==> src/rtl/div255_pkg.sv <==
// div255_pkg: shared widths, tag/result types and default sizing for the div255 arbiter slice.
package div255_pkg;
   localparam int DATA_W         = 32;
   localparam int DIV_LAT_DEF    = 4;
   localparam int FIFO_DEPTH_DEF = 4;
   typedef logic tag_t;
   typedef struct packed {
      tag_t                     tag;
      logic signed [DATA_W-1:0] y;
   } res_t;
endpackage

==> src/rtl/div255_arbiter_if.sv <==
// div255_arbiter_if: two-requester issue bundle plus the result handshake of div255_arbiter.
interface div255_arbiter_if;
   import div255_pkg::*;
   logic [1:0]               in_valid;
   logic signed [DATA_W-1:0] in_x0;
   logic signed [DATA_W-1:0] in_x1;
   logic [1:0]               in_ready;
   logic                     out_valid;
   logic                     out_ready;
   logic signed [DATA_W-1:0] out_y;
   tag_t                     out_tag;
   modport master (
      output in_valid, in_x0, in_x1, out_ready,
      input  in_ready, out_valid, out_y, out_tag
   );
   modport slave (
      input  in_valid, in_x0, in_x1, out_ready,
      output in_ready, out_valid, out_y, out_tag
   );
endinterface

==> src/rtl/div255_arbiter_div255.sv <==
// div255: signed x/255 truncated toward zero, LAT register stages from x to y.
module div255 #(
   parameter int LAT = 4
) (
   input  logic signed [31:0] x,
   input  logic               clk,
   output logic signed [31:0] y
);
   logic               neg;
   logic [31:0]        mag;
   logic [31:0]        quo;
   logic signed [31:0] pipe_q [LAT];
   // 0x80808081 >> 39 is an exact reciprocal of 255 for every 32-bit unsigned magnitude
   always_comb begin
      neg = x[31];
      mag = neg ? -x : x;
      quo = 32'(({32'd0, mag} * 64'h0000_0000_8080_8081) >> 39);
   end
   always_ff @(posedge clk) begin
      pipe_q[0] <= neg ? -$signed(quo) : $signed(quo);
      for (int i = 1; i < LAT; i++) pipe_q[i] <= pipe_q[i - 1];
   end
   assign y = pipe_q[LAT - 1];
endmodule

==> src/rtl/div255_arbiter.sv <==
// div255_arbiter: round-robin two-requester front end for div255 with a credit-guarded result FIFO.
// Defining DIV255_ARB_STATS_EN adds 16-bit per-requester grant counters grant_cnt0/grant_cnt1.
module div255_arbiter
   import div255_pkg::*;
#(
   parameter int DIV_LAT    = DIV_LAT_DEF,
   parameter int FIFO_DEPTH = FIFO_DEPTH_DEF
) (
   input logic             clk,
   input logic             rst_n,
   div255_arbiter_if.slave bus
`ifdef DIV255_ARB_STATS_EN
   ,
   output logic [15:0]     grant_cnt0,
   output logic [15:0]     grant_cnt1
`endif
);
   localparam int CW = $clog2(FIFO_DEPTH + 1);
   localparam int AW = $clog2(FIFO_DEPTH);
   localparam int PW = AW + 1;

   logic [CW-1:0]            count_q, count_d;
   logic                     last_q, last_d;
   logic [DIV_LAT-1:0]       vld_q, vld_d;
   logic [DIV_LAT-1:0]       tag_q, tag_d;
   logic [PW-1:0]            wr_q, wr_d, rd_q, rd_d;
   res_t                     mem_q [FIFO_DEPTH];
   logic                     open, win, accept, pop, push, empty;
   logic signed [DATA_W-1:0] div_x, div_y;

   // credits cover in-flight results too, so every push finds a free slot
   always_comb begin
      empty   = (wr_q == rd_q);
      open    = rst_n && (count_q != CW'(FIFO_DEPTH));
      win     = (bus.in_valid == 2'b11) ? ~last_q : bus.in_valid[1];
      accept  = open && bus.in_valid[win];
      pop     = !empty && bus.out_ready;
      push    = vld_q[DIV_LAT-1];
      count_d = count_q + CW'(accept) - CW'(pop);
      last_d  = accept ? win : last_q;
      vld_d   = DIV_LAT'({vld_q, accept});
      tag_d   = DIV_LAT'({tag_q, win});
      wr_d    = wr_q + PW'(push);
      rd_d    = rd_q + PW'(pop);
      div_x   = accept ? (win ? bus.in_x1 : bus.in_x0) : '0;
   end

   assign bus.in_ready  = accept ? (win ? 2'b10 : 2'b01) : 2'b00;
   assign bus.out_valid = !empty;
   assign bus.out_y     = empty ? '0 : mem_q[rd_q[AW-1:0]].y;
   assign bus.out_tag   = empty ? 1'b0 : mem_q[rd_q[AW-1:0]].tag;

   div255 #(.LAT(DIV_LAT)) u_div (
      .x   (div_x),
      .clk (clk),
      .y   (div_y)
   );

   always_ff @(posedge clk) begin
      if (!rst_n) begin
         count_q <= '0;
         last_q  <= 1'b1;
         vld_q   <= '0;
         wr_q    <= '0;
         rd_q    <= '0;
      end else begin
         count_q <= count_d;
         last_q  <= last_d;
         vld_q   <= vld_d;
         wr_q    <= wr_d;
         rd_q    <= rd_d;
      end
   end

   always_ff @(posedge clk) begin
      tag_q <= tag_d;
      if (push) mem_q[wr_q[AW-1:0]] <= '{tag: tag_q[DIV_LAT-1], y: div_y};
   end

`ifdef DIV255_ARB_STATS_EN
   logic [15:0] cnt0_q, cnt1_q;
   always_ff @(posedge clk) begin
      if (!rst_n) begin
         cnt0_q <= '0;
         cnt1_q <= '0;
      end else begin
         cnt0_q <= cnt0_q + 16'(accept && !win);
         cnt1_q <= cnt1_q + 16'(accept && win);
      end
   end
   assign grant_cnt0 = cnt0_q;
   assign grant_cnt1 = cnt1_q;
`endif
endmodule

==> src/flat_wrapper.sv <==
// flat-port wrapper written by rule: the top's interface ports become plain ports
module div255_arbiter_flat import div255_pkg::*;
#(
   parameter int DIV_LAT    = DIV_LAT_DEF,
   parameter int FIFO_DEPTH = FIFO_DEPTH_DEF
)
  (clk, rst_n, bus_in_valid, bus_in_x0, bus_in_x1, bus_out_ready, bus_in_ready, bus_out_valid, bus_out_y, bus_out_tag);
  div255_arbiter_if bus_i ();
  input logic clk;
  input logic rst_n;
  input wire logic [$bits(bus_i.in_valid)-1:0] bus_in_valid;
  input wire logic [$bits(bus_i.in_x0)-1:0] bus_in_x0;
  input wire logic [$bits(bus_i.in_x1)-1:0] bus_in_x1;
  input wire logic [$bits(bus_i.out_ready)-1:0] bus_out_ready;
  output wire logic [$bits(bus_i.in_ready)-1:0] bus_in_ready;
  output wire logic [$bits(bus_i.out_valid)-1:0] bus_out_valid;
  output wire logic [$bits(bus_i.out_y)-1:0] bus_out_y;
  output wire logic [$bits(bus_i.out_tag)-1:0] bus_out_tag;
  assign bus_i.in_valid = bus_in_valid;
  assign bus_i.in_x0 = bus_in_x0;
  assign bus_i.in_x1 = bus_in_x1;
  assign bus_i.out_ready = bus_out_ready;
  assign bus_in_ready = bus_i.in_ready;
  assign bus_out_valid = bus_i.out_valid;
  assign bus_out_y = bus_i.out_y;
  assign bus_out_tag = bus_i.out_tag;
  div255_arbiter #(.DIV_LAT(DIV_LAT), .FIFO_DEPTH(FIFO_DEPTH)) u_core (.clk(clk), .rst_n(rst_n), .bus(bus_i));
endmodule
==> config.mk <==
export PLATFORM = sky130hd
export DESIGN_NAME = div255_arbiter_flat
export DESIGN_NICKNAME = d
export VERILOG_FILES = /design/src/rtl/div255_pkg.sv /design/src/rtl/div255_arbiter_if.sv /design/src/rtl/div255_arbiter_div255.sv /design/src/rtl/div255_arbiter.sv /design/src/flat_wrapper.sv
export SDC_FILE = /design/constraint.sdc
export NUM_CORES = 1
export LEC_CHECK = 0
export CAP_MARGIN = 5
export CORE_MARGIN = 2
export CORE_UTILIZATION = 50
export DETAILED_ROUTE_END_ITERATION = 7
export GPL_ROUTABILITY_DRIVEN = 0
export PLACE_DENSITY = 0.74
export SKIP_CTS_REPAIR_TIMING = 1
export SLEW_MARGIN = 10
export SYNTH_ARGS = -nofsm -noshare
export SYNTH_HDL_FRONTEND = slang
export SYNTH_SLANG_ARGS = --single-unit
export TNS_END_PERCENT = 5
==> constraint.sdc <==
create_clock -name clk -period 22 [get_ports clk]
set_input_delay 5.5 -clock clk [delete_from_list [all_inputs] [get_ports clk]]
set_output_delay 5.5 -clock clk [all_outputs]
set_load 0.02 [all_outputs]
==> results.sh, run 1 <==
export IMPL_place_inst=2132
export IMPL_peakVddDrop_v=0.0000784
export IMPL_fin_cells=2174
export IMPL_synth_nets=1986
export IMPL_grt_pass1_wl_mm=62.4
export IMPL_drt_initial_drc_count=799
export IMPL_final_setup_tns_ns=0
export IMPL_drt_total_wl_mm=39.2
export IMPL_drive_gt1_share_pct=7.10
export IMPL_r2r_end="u_core.u_div.pipe_q[0][27]"
export IMPL_cpPeakStageDelay_ns=0.85
export IMPL_relSlewSlack_pct=28.5
export IMPL_grt_total_usage_pct=21.2
export IMPL_ys_warn_count=0
export IMPL_power_leakage_uw=0.00877
export IMPL_maxCapViolations=0
export IMPL_die_h_um=192
export IMPL_status="finished clean"
export IMPL_wire_per_inst_um=18.0
export IMPL_yosysTopAreaCell="edfxtp_1"
export IMPL_grt_antenna_before_repair=0
export IMPL_synth_async_reset_ratio_pct=0
export IMPL_clk_latency_ns=0.50
export IMPL_synth_flop_cell="dfxtp_1"
export IMPL_vias_per_cell=5.82
export IMPL_antenna_cells=0
export IMPL_ff2ff_setup_slack_ns=11.84
export IMPL_hold_viol=0
export IMPL_syn_inst=1608
export IMPL_fin_worst_skew_ns=0.0111
export IMPL_design_area_um2=20000
export IMPL_critical_path_slowest_cell="xnor2_1"
export IMPL_wl_met2_mm=19.9
export IMPL_path_class="input pin to register"
export IMPL_r2r_cells=27
export IMPL_cts_root_buf="clkbuf_16"
export IMPL_min_from="u_core.u_div.pipe_q[1][5]"
export IMPL_wl_met1_mm=16.9
export IMPL_grt_pass1_vias=12363
export IMPL_rows=68
export IMPL_vias=12647
export IMPL_synth_area_um2=17700
export IMPL_holdPathStages=0
export IMPL_cts_buffer_depth=3
export IMPL_die_area_um2=36900
export IMPL_dr_wl_met3_mm=1.78
export IMPL_port_buffers=104
export IMPL_numCtsBuffers=23
export IMPL_synth_top_area_share_pct=22.4
export IMPL_path_max_fanout=48
export IMPL_fmax_mhz=65.0
export IMPL_fin_crit_sh_pct=69.9
export IMPL_ant_nets=0
export IMPL_dr_max_layer_used="met4"
export IMPL_arrival_ns=15.72
export IMPL_synth_edff_count=132
export IMPL_io_pin_count=105
export IMPL_r2r_start="u_core.last_q"
export IMPL_grt_setup_unrepaired="false"
export IMPL_critPathBufInv=4
export IMPL_die_w_um=192
export IMPL_endpoint_kind="register"
export IMPL_setup_violations=0
export IMPL_critPathRequiredTime_ns=22.35
export IMPL_cts_htree_levels=1
export IMPL_p_per_area_nw_per_um2=112
export IMPL_cts_tree="built"
export IMPL_dpl_cell_area_um2=19200
export IMPL_critPathTopFamily="simple AND/OR/NAND/NOR gates"
export IMPL_core_area_um2=34700
export IMPL_synth_area_leaders="edfxtp_1 22%, ha_1 19%, dfxtp_1 17%, fa_1 4.8%, mux4_2 4.2%"
export IMPL_whs_endpoint="u_core.u_div.pipe_q[2][5]"
export IMPL_worstMarginPinSlew_ns=1.07
export IMPL_drt_pre_antenna_iters=5
export IMPL_fin_crit_ns=15.38
export IMPL_hold_path_class="register to register"
export IMPL_path_clk_slew_ns=0.07
export IMPL_grt_overflow_total=0
export IMPL_fin_nets=2080
export IMPL_grt_max_degree=49
export IMPL_synth_seq_cells=278
export IMPL_fin_util_pct=57.6
export IMPL_start_util_pct=50.9
export IMPL_area_growth_pct=13.0
export IMPL_synth_seq_area_share_pct=38.9
export IMPL_startpoint_type="input pin"
export IMPL_synth_distinct_cells=87
export IMPL_drcViolationCount=0
export IMPL_dp_hpwl_mm=30.8
export IMPL_synth_area_per_cell_um2=11.0
export IMPL_fillers=2903
export IMPL_slew_violations=0
export IMPL_numClockSinks=278
stage by stage:
stage	total power [uW]	hold WS (ns)	setup WS, ns
after floorplan	1360	0.310	8.27
after global placement	1810	0.310	6.51
after detailed placement	1840	0.312	6.17
after CTS	2240	0.319	6.70
after global routing	2410	0.323	6.03
final	2240	0.320	6.62
placed cells by master (no fill, tap or decap), drive strengths merged, types with 8 or more instances in the layout:
cell,Yosys,layout
xnor2,52,52
dfxtp,146,146
buf,12,11
nand4,26,26
and3,11,11
nand2,112,112
nor4,18,18
and2,26,26
o21ai,61,61
nor2,94,94
fa,42,42
mux2,8,8
mux2i,30,30
ha,267,267
clkdlybuf4s50,0,104
nor2b,37,37
edfxtp,132,132
a21oi,80,80
inv,92,95
a21o,16,16
nand2b,9,9
o211ai,20,20
clkbuf,34,32
a211oi,8,8
nand3,27,27
a31oi,13,13
nor3,49,49
xor2,36,36
mux4,33,33
layout make-up:
class | instances | area [um2] | area share, %
multi-input combinational | 1192 | 10300 | 51.5
tap | 455 | 569 | 2.85
clock inverter | 10 | 71.3 | 0.357
inverter | 92 | 345 | 1.73
clock buffer | 32 | 692 | 3.46
sequential | 278 | 6890 | 34.5
timing repair buffer | 115 | 1120 | 5.62
metal layers:
metal  GRT usage (%)  up-vias
li1                -     6099
met1            27.4     6152
met2            38.3      358
met3            2.08       38
met4            4.84        0
met5               0        -
worst register-to-register path: cells and delay by family, from the launching register on:
family          cells  cell delay (ns)
compound gates      5             1.58
xor+xnor            3             1.27
fa+ha+maj           5             1.99
buf+inv             3             1.15
flops               1             0.35
simple gates       11             3.68
logic make-up after synthesis:
logic type      share of synthesized area [%]
buf+inv                                  2.99
fa+ha+maj                                23.9
mux                                      6.55
flops                                    38.9
compound gates                           9.55
xor+xnor                                 4.36
simple gates                             13.7
flip-flops by register name (all words and copies together) (netlist names):
name,count
u_core.mem_q,132
u_core.last_q,1
u_core.wr_q,3
u_core.count_q,3
u_core.rd_q,3
u_core.vld_q,4
u_core.tag_q,4
u_core.u_div.pipe_q,128
power by group:
part / switching (uW) / total [uW] / internal (uW)
Combinational: 710 / 1150 / 439
Sequential: 37.6 / 694 / 656
Clock: 172 / 395 / 223
worst max-delay path by stage:
stage / start / to / slack, ns / cells after the start
after floorplan: bus_in_valid[1] / u_core.u_div.pipe_q[0][24] / 8.27 / 38
after global placement: bus_in_valid[0] / u_core.u_div.pipe_q[0][31] / 6.51 / 28
after detailed placement: bus_in_valid[0] / u_core.u_div.pipe_q[0][25] / 6.17 / 28
after CTS: bus_in_valid[0] / u_core.u_div.pipe_q[0][25] / 6.70 / 28
after global routing: bus_in_valid[0] / u_core.u_div.pipe_q[0][27] / 6.03 / 28
final: bus_in_valid[0] / u_core.u_div.pipe_q[0][27] / 6.62 / 28
cell usage after synthesis (25+ instances only):
cell,count
ha_1,267
dfxtp_1,146
edfxtp_1,132
nand2_1,112
nor2_1,94
inv_1,90
a21oi_1,80
o21ai_0,58
xnor2_1,52
nor3_1,48
fa_1,42
nor2b_1,37
xor2_1,36
clkbuf_1,34
mux4_2,33
mux2i_1,29
and2_1,26
nand3_1,25
Note: power is estimated with default switching activity, not from simulation.
==> inputs of run 2 (changes only) <==
==> constraint.sdc (replaced) <==
create_clock -name clk -period 16 [get_ports clk]
set_input_delay 4 -clock clk [delete_from_list [all_inputs] [get_ports clk]]
set_output_delay 4 -clock clk [all_outputs]
set_load 0.02 [all_outputs]
==> run 2 against run 1 <==
  * Sequential cell count stayed put
  * Clock skew is 0.0038 ns higher
  * Cell count stayed put
  * Via count is 0.25% lower
  * Sequential share of layout area hardly changed
  * Global-route usage is 0.43 points lower
  * Largest power group unchanged
==> results.sh, run 2 (synthesized netlist as in run 1, its figures left out) <==
export IMPL_fin_crit_sh_pct=88.0
export IMPL_grt_setup_unrepaired="false"
export IMPL_grt_max_degree=49
export IMPL_dp_hpwl_mm=30.9
export IMPL_critPathRequiredTime_ns=16.34
export IMPL_drcViolationCount=0
export IMPL_cts_buffer_depth=3
export IMPL_power_leakage_uw=0.00876
export IMPL_worstMarginPinSlew_ns=1.08
export IMPL_grt_overflow_total=0
export IMPL_maxCapViolations=0
export IMPL_wl_met1_mm=16.5
export IMPL_vias=12616
export IMPL_dr_wl_met3_mm=1.72
export IMPL_fin_nets=2080
export IMPL_antenna_cells=0
export IMPL_path_max_fanout=48
export IMPL_relSlewSlack_pct=27.7
export IMPL_design_area_um2=20000
export IMPL_drt_pre_antenna_iters=5
export IMPL_slew_violations=0
export IMPL_final_setup_tns_ns=0
export IMPL_drt_initial_drc_count=776
export IMPL_grt_pass1_vias=12422
export IMPL_die_area_um2=36900
export IMPL_layout_cells_most_common_list="267 x ha_1, 145 x dfxtp_1, 132 x edfxtp_1, 112 x nand2_1, 104 x clkdlybuf4s50_1"
export IMPL_largest_reg_flops=132
export IMPL_wire_per_inst_um=17.7
export IMPL_fmax_mhz=71.0
export IMPL_grt_antenna_before_repair=0
export IMPL_drive_gt1_share_pct=7.10
export IMPL_io_pin_count=105
export IMPL_setup_violations=0
export IMPL_drt_total_wl_mm=38.6
export IMPL_clk_latency_ns=0.50
export IMPL_dpl_cell_area_um2=19200
export IMPL_numClockSinks=278
export IMPL_arrival_ns=14.42
export IMPL_status="finished clean"
export IMPL_core_area_um2=34700
export IMPL_grt_pass1_wl_mm=61.6
export IMPL_wl_met2_mm=19.4
export IMPL_dr_max_layer_used="met4"
export IMPL_vias_per_cell=5.80
export IMPL_start_util_pct=50.9
export IMPL_die_h_um=192
export IMPL_endpoint_kind="register"
export IMPL_fin_crit_ns=14.08
export IMPL_die_w_um=192
export IMPL_area_growth_pct=12.9
export IMPL_startpoint_type="input pin"
export IMPL_cts_htree_levels=1
export IMPL_path_class="input pin to register"
export IMPL_fin_worst_skew_ns=0.0148
export IMPL_rows=68
export IMPL_mostFrequentLayoutCell="ha_1"
export IMPL_numCtsBuffers=23
export IMPL_ant_nets=0
export IMPL_port_buffers=104
export IMPL_p_per_area_nw_per_um2=153
export IMPL_cts_root_buf="clkbuf_16"
export IMPL_peakVddDrop_v=0.0000855
export IMPL_grt_total_usage_pct=20.8
export IMPL_cts_tree="built"
export IMPL_path_clk_slew_ns=0.07
export IMPL_hold_ws_ns=0.321
export IMPL_hold_path_class="register to register"
export IMPL_hold_viol=0
[run 2: changes by cell type in the layout (fill, tap and decap cells not counted), sizes merged]
cell      previous run  this run
clkbuf              32        30
clkinv               6         7
inv                 95        97
clkinvlp             1         0
[run 2: worst max-delay path, stage by stage]
cell and delay [ns]:
clkdlybuf4s50_1 0.55, a21bo_4 0.63, inv_1 0.51, buf_4 0.34
or4_1 0.43, o221a_2 0.31, nor4_1 0.43, a31oi_1 0.17
xnor2_1 0.88, inv_2 0.27, xnor2_1 0.22, ha_1 0.35
fa_1 0.49, fa_1 0.52, ha_1 0.31, ha_1 0.32
nand2_1 0.12, nor4_1 0.66, nand3_1 0.15, o21ai_1 0.39
a2111oi_0 0.14, or2_1 0.29, xnor2_1 0.20, or4b_4 0.54
nor4b_2 0.55, nand3_1 0.28, nor3_2 0.26, nor2_1 0.09
[run 2: final cells by class]
type	count	area [um2]
Multi-Input combinational cell	1192	10300
Timing Repair Buffer	115	1120
Sequential cell	278	6890
Fill cell	2921	14800
Tap cell	455	569
Clock inverter	12	78.8
Inverter	92	345
Clock buffer	30	663
[run 2: path summary, 6_finish.rpt]
check                                     to  depth (start not counted)                  startpoint  slack (ns)
hold / removal    u_core.u_div.pipe_q[1][20]                          0  u_core.u_div.pipe_q[0][20]        0.32
setup reg to reg  u_core.u_div.pipe_q[0][25]                         27               u_core.last_q        5.63
setup / recovery  u_core.u_div.pipe_q[0][25]                         28             bus_in_valid[0]        1.92
hold reg to reg   u_core.u_div.pipe_q[1][20]                          0  u_core.u_div.pipe_q[0][20]        0.32
[run 2: metal layers]
metal,GRT usage (%),vias to the layer above
met5,0,-
met4,5.26,0
met3,1.72,62
met2,37.4,306
met1,27.0,6140
li1,-,6108
[run 2: report_power, final]
group | leakage (uW) | internal [uW] | total (uW) | switching [uW]
Combinational | 0.00597 | 604 | 1580 | 974
Clock | 0.000372 | 296 | 526 | 230
Sequential | 0.00242 | 902 | 952 | 49.6
[run 2: stage by stage]
step	std cells	utilization [%]	power [uW]	setup slack [ns]
2_1_floorplan	1608	-	1870	3.77
3_3_place_gp	2132	55.4	2480	1.99
3_5_place_dp	2132	55.4	2520	1.68
4_1_cts	2174	57.5	3070	2.12
5_1_grt	2174	57.5	3300	1.49
6_report	2174	57.5	3060	1.92
